## src/rtl/rgb_capture_pkg.sv

```systemverilog
// Shared types for the RGB capture path: capture FSM states and pixel formats.
package rgb_capture_pkg;

  typedef enum logic [1:0] {
    IDLE        = 2'd0,
    WAIT_VBLANK = 2'd1,
    WAIT_FRAME  = 2'd2,
    CAPTURE     = 2'd3
  } cap_state_e;

  // fmt encoding 2'd3 is treated as RGB444 as well.
  typedef enum logic [1:0] {
    FMT_RGB565 = 2'd0,
    FMT_RGB555 = 2'd1,
    FMT_RGB444 = 2'd2
  } pix_fmt_e;

  localparam int PACKED_PIX_W = 16;

endpackage

```

## src/rtl/rgb_pixel_pack.sv

```systemverilog
// Combinational formatter: reduces a 24-bit RGB pixel to the selected 16-bit
// packing, zero-extended to the RAM word width.
module rgb_pixel_pack
  import rgb_capture_pkg::*;
#(
  parameter int DATA_W = 16
) (
  input  logic [23:0]       rgb,
  input  logic [1:0]        fmt,
  output logic [DATA_W-1:0] packed_pix
);

  logic [PACKED_PIX_W-1:0] word_s;
  logic                    unused_s;

  // Select the truncation pattern for the active pixel format.
  always_comb begin
    word_s = {PACKED_PIX_W{1'b0}};
    case (fmt)
      FMT_RGB565: word_s = {rgb[23:19], rgb[15:10], rgb[7:3]};
      FMT_RGB555: word_s = {1'b0, rgb[23:19], rgb[15:11], rgb[7:3]};
      default:    word_s = {4'h0, rgb[23:20], rgb[15:12], rgb[7:4]};
    endcase
  end

  // Low bits of each channel never reach RAM in any format.
  assign unused_s   = ^{rgb[18:16], rgb[9:8], rgb[2:0]};
  assign packed_pix = DATA_W'(word_s);

endmodule

```

## src/rtl/rgb_capture.sv

```systemverilog
// Captures a sync-framed RGB pixel stream into a ring of frame slots in RAM,
// discarding short or overlong frames and flagging when enough frames are stored.
module rgb_capture
  import rgb_capture_pkg::*;
#(
  parameter int RAM_ADDR_WIDTH       = 32,
  parameter int RAM_DATA_WIDTH       = 16,
  parameter int IMAGE_WIDTH          = 80,
  parameter int IMAGE_HEIGHT         = 48,
  parameter int IMAGES_IN_RAM        = 3,
  parameter int IMAGES_BEFORE_STREAM = 1
) (
  input  logic                             rgb_clk,
  input  logic                             nrst,
  input  logic [23:0]                      rgb,
  input  logic                             hsync,
  input  logic                             vsync,
  input  logic [1:0]                       fmt,
  input  logic                             rgb_enable,
  output logic [RAM_ADDR_WIDTH-1:0]        ram_addr,
  output logic [RAM_DATA_WIDTH-1:0]        ram_data,
  output logic                             write_enable,
  output logic                             stream_ready,
  output logic                             frame_done,
  output logic                             frame_error,
  output logic [$clog2(IMAGES_IN_RAM)-1:0] frame_slot
);

  localparam int IMAGE_SIZE = IMAGE_WIDTH * IMAGE_HEIGHT;
  localparam int SLOT_W     = $clog2(IMAGES_IN_RAM);
  localparam int CNT_W      = $clog2(IMAGE_SIZE + 1);
  localparam int GOOD_W     = $clog2(IMAGES_BEFORE_STREAM + 1);

  cap_state_e                state_q, state_d;
  logic [1:0]                fmt_q, fmt_d;
  logic [SLOT_W-1:0]         slot_q, slot_d;
  logic [SLOT_W-1:0]         frame_slot_q, frame_slot_d;
  logic [CNT_W-1:0]          count_q, count_d;
  logic                      ovf_q, ovf_d;
  logic [GOOD_W-1:0]         good_q, good_d;
  logic                      stream_ready_q, stream_ready_d;
  logic                      frame_done_q, frame_done_d;
  logic                      frame_error_q, frame_error_d;
  logic                      write_enable_q, write_enable_d;
  logic [RAM_ADDR_WIDTH-1:0] ram_addr_q, ram_addr_d;
  logic [RAM_DATA_WIDTH-1:0] ram_data_q, ram_data_d;
  logic                      active_s;
  logic [RAM_DATA_WIDTH-1:0] packed_s;

  rgb_pixel_pack #(
    .DATA_W (RAM_DATA_WIDTH)
  ) u_pack (
    .rgb        (rgb),
    .fmt        (fmt_q),
    .packed_pix (packed_s)
  );

  assign active_s = hsync & vsync;

  // Next-state logic for the capture FSM, pixel counter, slot ring and outputs.
  always_comb begin
    state_d        = state_q;
    fmt_d          = fmt_q;
    slot_d         = slot_q;
    frame_slot_d   = frame_slot_q;
    count_d        = count_q;
    ovf_d          = ovf_q;
    good_d         = good_q;
    ram_addr_d     = ram_addr_q;
    ram_data_d     = ram_data_q;
    write_enable_d = 1'b0;
    frame_done_d   = 1'b0;
    frame_error_d  = 1'b0;
    stream_ready_d = stream_ready_q | (good_q == GOOD_W'(IMAGES_BEFORE_STREAM));

    if (!rgb_enable) begin
      // Disable wins over everything; the good-frame tally restarts too so
      // stream_ready cannot re-assert from stale history.
      state_d        = IDLE;
      stream_ready_d = 1'b0;
      slot_d         = {SLOT_W{1'b0}};
      count_d        = {CNT_W{1'b0}};
      ovf_d          = 1'b0;
      good_d         = {GOOD_W{1'b0}};
    end else begin
      case (state_q)
        IDLE: begin
          state_d = WAIT_VBLANK;
        end
        WAIT_VBLANK: begin
          if (!vsync) begin
            state_d = WAIT_FRAME;
          end else begin
            state_d = WAIT_VBLANK;
          end
        end
        WAIT_FRAME: begin
          if (vsync) begin
            state_d = CAPTURE;
            fmt_d   = fmt;
          end else begin
            state_d = WAIT_FRAME;
          end
        end
        CAPTURE: begin
          if (!vsync) begin
            if ((count_q == CNT_W'(IMAGE_SIZE)) && !ovf_q) begin
              frame_done_d = 1'b1;
              frame_slot_d = slot_q;
              if (slot_q == SLOT_W'(IMAGES_IN_RAM - 1)) begin
                slot_d = {SLOT_W{1'b0}};
              end else begin
                slot_d = slot_q + SLOT_W'(1);
              end
              if (good_q != GOOD_W'(IMAGES_BEFORE_STREAM)) begin
                good_d = good_q + GOOD_W'(1);
              end else begin
                good_d = good_q;
              end
            end else begin
              frame_error_d = 1'b1;
            end
            count_d = {CNT_W{1'b0}};
            ovf_d   = 1'b0;
            state_d = WAIT_FRAME;
          end else if (active_s) begin
            if (count_q < CNT_W'(IMAGE_SIZE)) begin
              write_enable_d = 1'b1;
              ram_data_d     = packed_s;
              ram_addr_d     = RAM_ADDR_WIDTH'(slot_q) * RAM_ADDR_WIDTH'(IMAGE_SIZE)
                             + RAM_ADDR_WIDTH'(count_q);
              count_d        = count_q + CNT_W'(1);
            end else begin
              ovf_d = 1'b1;
            end
          end else begin
            state_d = CAPTURE;
          end
        end
        default: begin
          state_d = IDLE;
        end
      endcase
    end
  end

  // Register all state and outputs; nrst returns the block to a clean idle.
  always_ff @(posedge rgb_clk or negedge nrst) begin
    if (!nrst) begin
      state_q        <= IDLE;
      fmt_q          <= 2'd0;
      slot_q         <= {SLOT_W{1'b0}};
      frame_slot_q   <= {SLOT_W{1'b0}};
      count_q        <= {CNT_W{1'b0}};
      ovf_q          <= 1'b0;
      good_q         <= {GOOD_W{1'b0}};
      stream_ready_q <= 1'b0;
      frame_done_q   <= 1'b0;
      frame_error_q  <= 1'b0;
      write_enable_q <= 1'b0;
      ram_addr_q     <= {RAM_ADDR_WIDTH{1'b0}};
      ram_data_q     <= {RAM_DATA_WIDTH{1'b0}};
    end else begin
      state_q        <= state_d;
      fmt_q          <= fmt_d;
      slot_q         <= slot_d;
      frame_slot_q   <= frame_slot_d;
      count_q        <= count_d;
      ovf_q          <= ovf_d;
      good_q         <= good_d;
      stream_ready_q <= stream_ready_d;
      frame_done_q   <= frame_done_d;
      frame_error_q  <= frame_error_d;
      write_enable_q <= write_enable_d;
      ram_addr_q     <= ram_addr_d;
      ram_data_q     <= ram_data_d;
    end
  end

  assign ram_addr     = ram_addr_q;
  assign ram_data     = ram_data_q;
  assign write_enable = write_enable_q;
  assign stream_ready = stream_ready_q;
  assign frame_done   = frame_done_q;
  assign frame_error  = frame_error_q;
  assign frame_slot   = frame_slot_q;

endmodule
```

## config.mk

```make
export PLATFORM = sky130hd
export DESIGN_NAME = rgb_capture
export DESIGN_NICKNAME = d
export VERILOG_FILES = /design/src/rtl/rgb_capture_pkg.sv /design/src/rtl/rgb_pixel_pack.sv /design/src/rtl/rgb_capture.sv
export SDC_FILE = /design/constraint.sdc
export NUM_CORES = 1
export LEC_CHECK = 0
export ABC_CLOCK_PERIOD_IN_PS = 5450
export BUFFER_PORTS_ARGS = -buffer_cell sky130_fd_sc_hd__buf_2
export CAP_MARGIN = 20
export CORE_MARGIN = 5
export CORE_UTILIZATION = 58
export CTS_BUF_LIST = sky130_fd_sc_hd__clkbuf_8
export DETAILED_ROUTE_END_ITERATION = 6
export PLACE_DENSITY_LB_ADDON = 0.05
export SETUP_SLACK_MARGIN = 0.5
export SYNTH_ARGS = -nofsm -noshare
export SYNTH_HDL_FRONTEND = slang
export SYNTH_SLANG_ARGS = --single-unit
```

## constraint.sdc

```tcl
create_clock -name rgb_clk -period 5.45 [get_ports rgb_clk]
set_input_delay 0.2725 -clock rgb_clk [delete_from_list [all_inputs] [get_ports rgb_clk]]
set_output_delay 0.2725 -clock rgb_clk [all_outputs]
set_load 0.02 [all_outputs]
```

==> qor_table.md <==
| Quantity | This run | Unit |
|---|---|---|
| Result of the run | finished, final reports clean | - |
| Required time reported for the critical path endpoint | 5.66 | ns |
| Max Fclk | 447 | MHz |
| Worst Reg2Reg Path Length in Cells | 8 | - |
| Vias per std cell | 5.12 | - |
| Hold_ws | 0.0712 | ns |
| Power density of the placed cells | 283 | nW/um2 |
| Flip-flop and latch count after synthesis | 57 | - |
| Detailed-route wire length per cell | 13.7 | um |
| Width of the die | 81.7 | um |
| Routed wire length | 6030 | um |
| DP Area | 3240 | um2 |
| Overflow after GRT | 0 | - |
| Source-to-sink clock delay at the later pin of the worst-skew pair | 0.33 | ns |
| Reported leakage power | 1.77 | nW |
| Clock Sink Count | 57 | - |
| Final worst path period share | 0.410 | - |
| Largest net degree at the start of global routing | 58 | - |
| Worst-case vdd ir drop | 0.166 | mV |
| Final antenna diode count | 0 | - |
| Unrepaired setup endpoints after global routing | false | - |
| 1st-pass router iterations | 4 | - |
| Setup Viol. Count Final | 0 | - |
| Yosys warning total | 0 | - |
| Height of the die | 81.7 | um |
| Netlist cell types | 44 | - |
| TritonCTS clock tree | done | - |
| Startpoint Class | flip-flop | - |
| Ordered list of cells on the worst path | inv_1 > ha_1 > inv_1 > fa_1 > nand2b_1 > a21oi_1 > xor2_1 > mux2_1 | - |
| Cells resized by post-CTS repair | 0 | - |
| Post-route core utilization | 0.673 | - |
| Worst path most repeated cell | inv_1 | - |
| Post-detail-place hpwl | 4290 | um |
| Nature of the critical path endpoint | flip-flop | - |
| Reg2Reg Setup Slack | 3.21 | ns |
| Final #Nets | 409 | - |
| Gp weighted congestion | 0.792 | - |
| Commonest register cell after synthesis | dfrtp_1 | - |
| Initial DRC Count | 116 | - |
| Time the worst path needs with I/O delays and setup | 2.24 | ns |
| Core area | 5040 | um2 |
| Cell at the slowest stage of the critical path | dfrtp_1 | - |
| Clock tree root driver cell | clkbuf_8 | - |
| Kind of path behind the tightest hold check | input pin to async pin | - |
| Top-Level Pins | 85 | - |
| Rel. slew slack | 0.448 | - |
| Final instance area | 3390 | um2 |
| Clock edge transition at the registers on the reported setup and hold paths | 0.06 | ns |
| Mean Syn Cell Area | 9.69 | um2 |
| # DRC | 0 | - |
| WP buf/inv | 2 | - |
| Number of maximum-capacitance violations | 0 | - |
| Post-route clock skew | 0.00657 | ns |
| Pins Over Slew Limit | 0 | - |
| Total number of vias | 2,259 | - |
| Initial core utilization | 0.592 | - |
| Count of port buffers added during placement | 59 | - |
| GRT Total Usage | 0.197 | - |
| Number of global-route vias before repair | 2,243 | - |
| Number of H-tree branching levels | 3 | - |
| Final-layout setup total negative slack | 0 | ns |
| Launching point of the worst reg2reg path | slot_q[0]$_DFFE_PN0P_ | - |
| Number of rows in the core area | 26 | - |
| First-pass GRT wire length | 10,100 | um |
| Share of synthesized flip-flops with an asynchronous set or reset | 1.00 | - |
| Post-Synthesis Cells | 308 | - |
| Max stage delay on crit path | 0.45 | ns |
| Number of nets with antenna violations after detailed routing | 0 | - |
| Die Footprint | 6680 | um2 |
| Share of post-route cells with drive strength above 1 | 0.229 | - |
| Slew at the pin closest to its max-slew limit | 0.829 | ns |
| Data arrival time of the critical path | 2.44 | ns |
| Initial antenna violation count | 0 | - |
| Final Hold Fails | 0 | - |
| CTS Buf Count | 9 | - |
| Max clock buf depth | 2 | - |
| Number of buffers inserted by hold repair at cts | 0 | - |
| Type of the worst setup path | flip-flop to flip-flop | - |
| Largest delay contributor family on the critical path | adder cells | - |
| Postcts setup bufs | 0 | - |
| Max FO, Critical Path | 6 | - |
| Mapped Area | 2990 | um2 |
| Number of enable flip-flop cells after synthesis | 0 | - |
| Crit Reg-Reg Endpoint | ram_addr[12]$_DFFE_PN0P_ | - |
| Proportion of synthesized chip area in sequential cells | 0.478 | - |
| Layout-stage area growth over the synthesis result | 13.6 | % |
==> cell usage after synthesis (5+ instances only) <==
master | instances | share of area
mux2i_1 | 15 | 0.050
o21ai_1 | 18 | 0.030
nor2_1 | 17 | 0.021
ha_1 | 11 | 0.046
dfrtp_1 | 57 | 0.48
a21oi_1 | 15 | 0.025
buf_2 | 6 | 0.010
nand3_1 | 10 | 0.017
nand4_1 | 5 | 0.010
inv_1 | 10 | 0.013
buf_4 | 17 | 0.043
nand2_1 | 59 | 0.074
==> layer usage <==
layer / GRT usage / vias to the layer above / wire, um
li1: - / 1137 / -
met4: 0.0880 / 0 / 100
met2: 0.333 / 60 / 2870
met1: 0.244 / 1053 / 2680
met5: 0 / - / 0
met3: 0.0395 / 9 / 379
==> flip-flops by register name, summed over array words and instances, names as in the netlist <==
name	cells
ram_data	16
ram_addr	15
count_q	12
fmt_q	2
frame_slot	2
slot_q	2
state_q	2
frame_done	1
frame_error	1
good_q	1
ovf_q	1
stream_ready	1
write_enable	1
==> worst max-delay path by stage <==
stage / from / end / cells past startpoint
6_report: slot_q[0]$_DFFE_PN0P_ / ram_addr[12]$_DFFE_PN0P_ / 8
2_1_floorplan: slot_q[0]$_DFFE_PN0P_ / ram_addr[12]$_DFFE_PN0P_ / 8
3_3_place_gp: slot_q[0]$_DFFE_PN0P_ / ram_addr[12]$_DFFE_PN0P_ / 8
5_1_grt: slot_q[0]$_DFFE_PN0P_ / ram_addr[12]$_DFFE_PN0P_ / 8
3_5_place_dp: slot_q[0]$_DFFE_PN0P_ / ram_addr[12]$_DFFE_PN0P_ / 8
4_1_cts: slot_q[0]$_DFFE_PN0P_ / ram_addr[12]$_DFFE_PN0P_ / 8
==> per-stage QoR <==
stage          cells  setup slack (ns)  power [mW]
2_1_floorplan    324              3.41       0.613
3_3_place_gp     425              3.22       0.653
3_5_place_dp     425              3.20       0.657
4_1_cts          441              3.17       0.972
5_1_grt          441              3.04        1.01
6_report         441              3.21       0.959
==> placed cells by master (no fill, tap or decap), types with 5 or more instances in the layout <==
cell type | Yosys | layout
nor2_1 | 17 | 17
buf_2 | 6 | 59
nand4_1 | 5 | 5
clkbuf_8 | 0 | 9
nand3_1 | 10 | 10
dfrtp_1 | 57 | 57
conb_1 | 1 | 17
a21oi_1 | 15 | 15
inv_1 | 10 | 13
o21ai_1 | 18 | 18
ha_1 | 11 | 11
nand2_1 | 59 | 59
mux2i_1 | 15 | 15
==> cells by family after synthesis <==
kind of cell,Yosys count,synth area share
AND/OR/NAND/NOR,115,0.182
AO/OA/AOI/OAI,54,0.111
flip-flops,57,0.478
other,1,0.00126
multiplexers,20,0.0692
XOR/XNOR,8,0.0235
buffers and inverters,41,0.0830
adder cells (fa/ha/maj),12,0.0528
==> power breakdown <==
part,switching [mW],internal (mW)
clock,0.156,0.156
sequential,0.0399,0.450
combinational,0.0922,0.0649
total,0.288,0.671
==> worst register-to-register path: cells and delay by family (launching register included) <==
family | cells | cell delay [ns]
AO/OA/AOI/OAI | 1 | 0.20
buffers and inverters | 2 | 0.17
XOR/XNOR | 1 | 0.09
adder cells (fa/ha/maj) | 2 | 0.75
AND/OR/NAND/NOR | 1 | 0.17
flip-flops | 1 | 0.45
multiplexers | 1 | 0.29
==> cell type report <==
cell class	instances	area (um2)
inverter	11	41.3
fill	455	1650
clock buffer	9	124
timing repair buffer	61	310
tap	70	87.6
multi-input combinational	226	1370
clock inverter	7	31.3
sequential	57	1430
(Power assumes the default switching activity.)
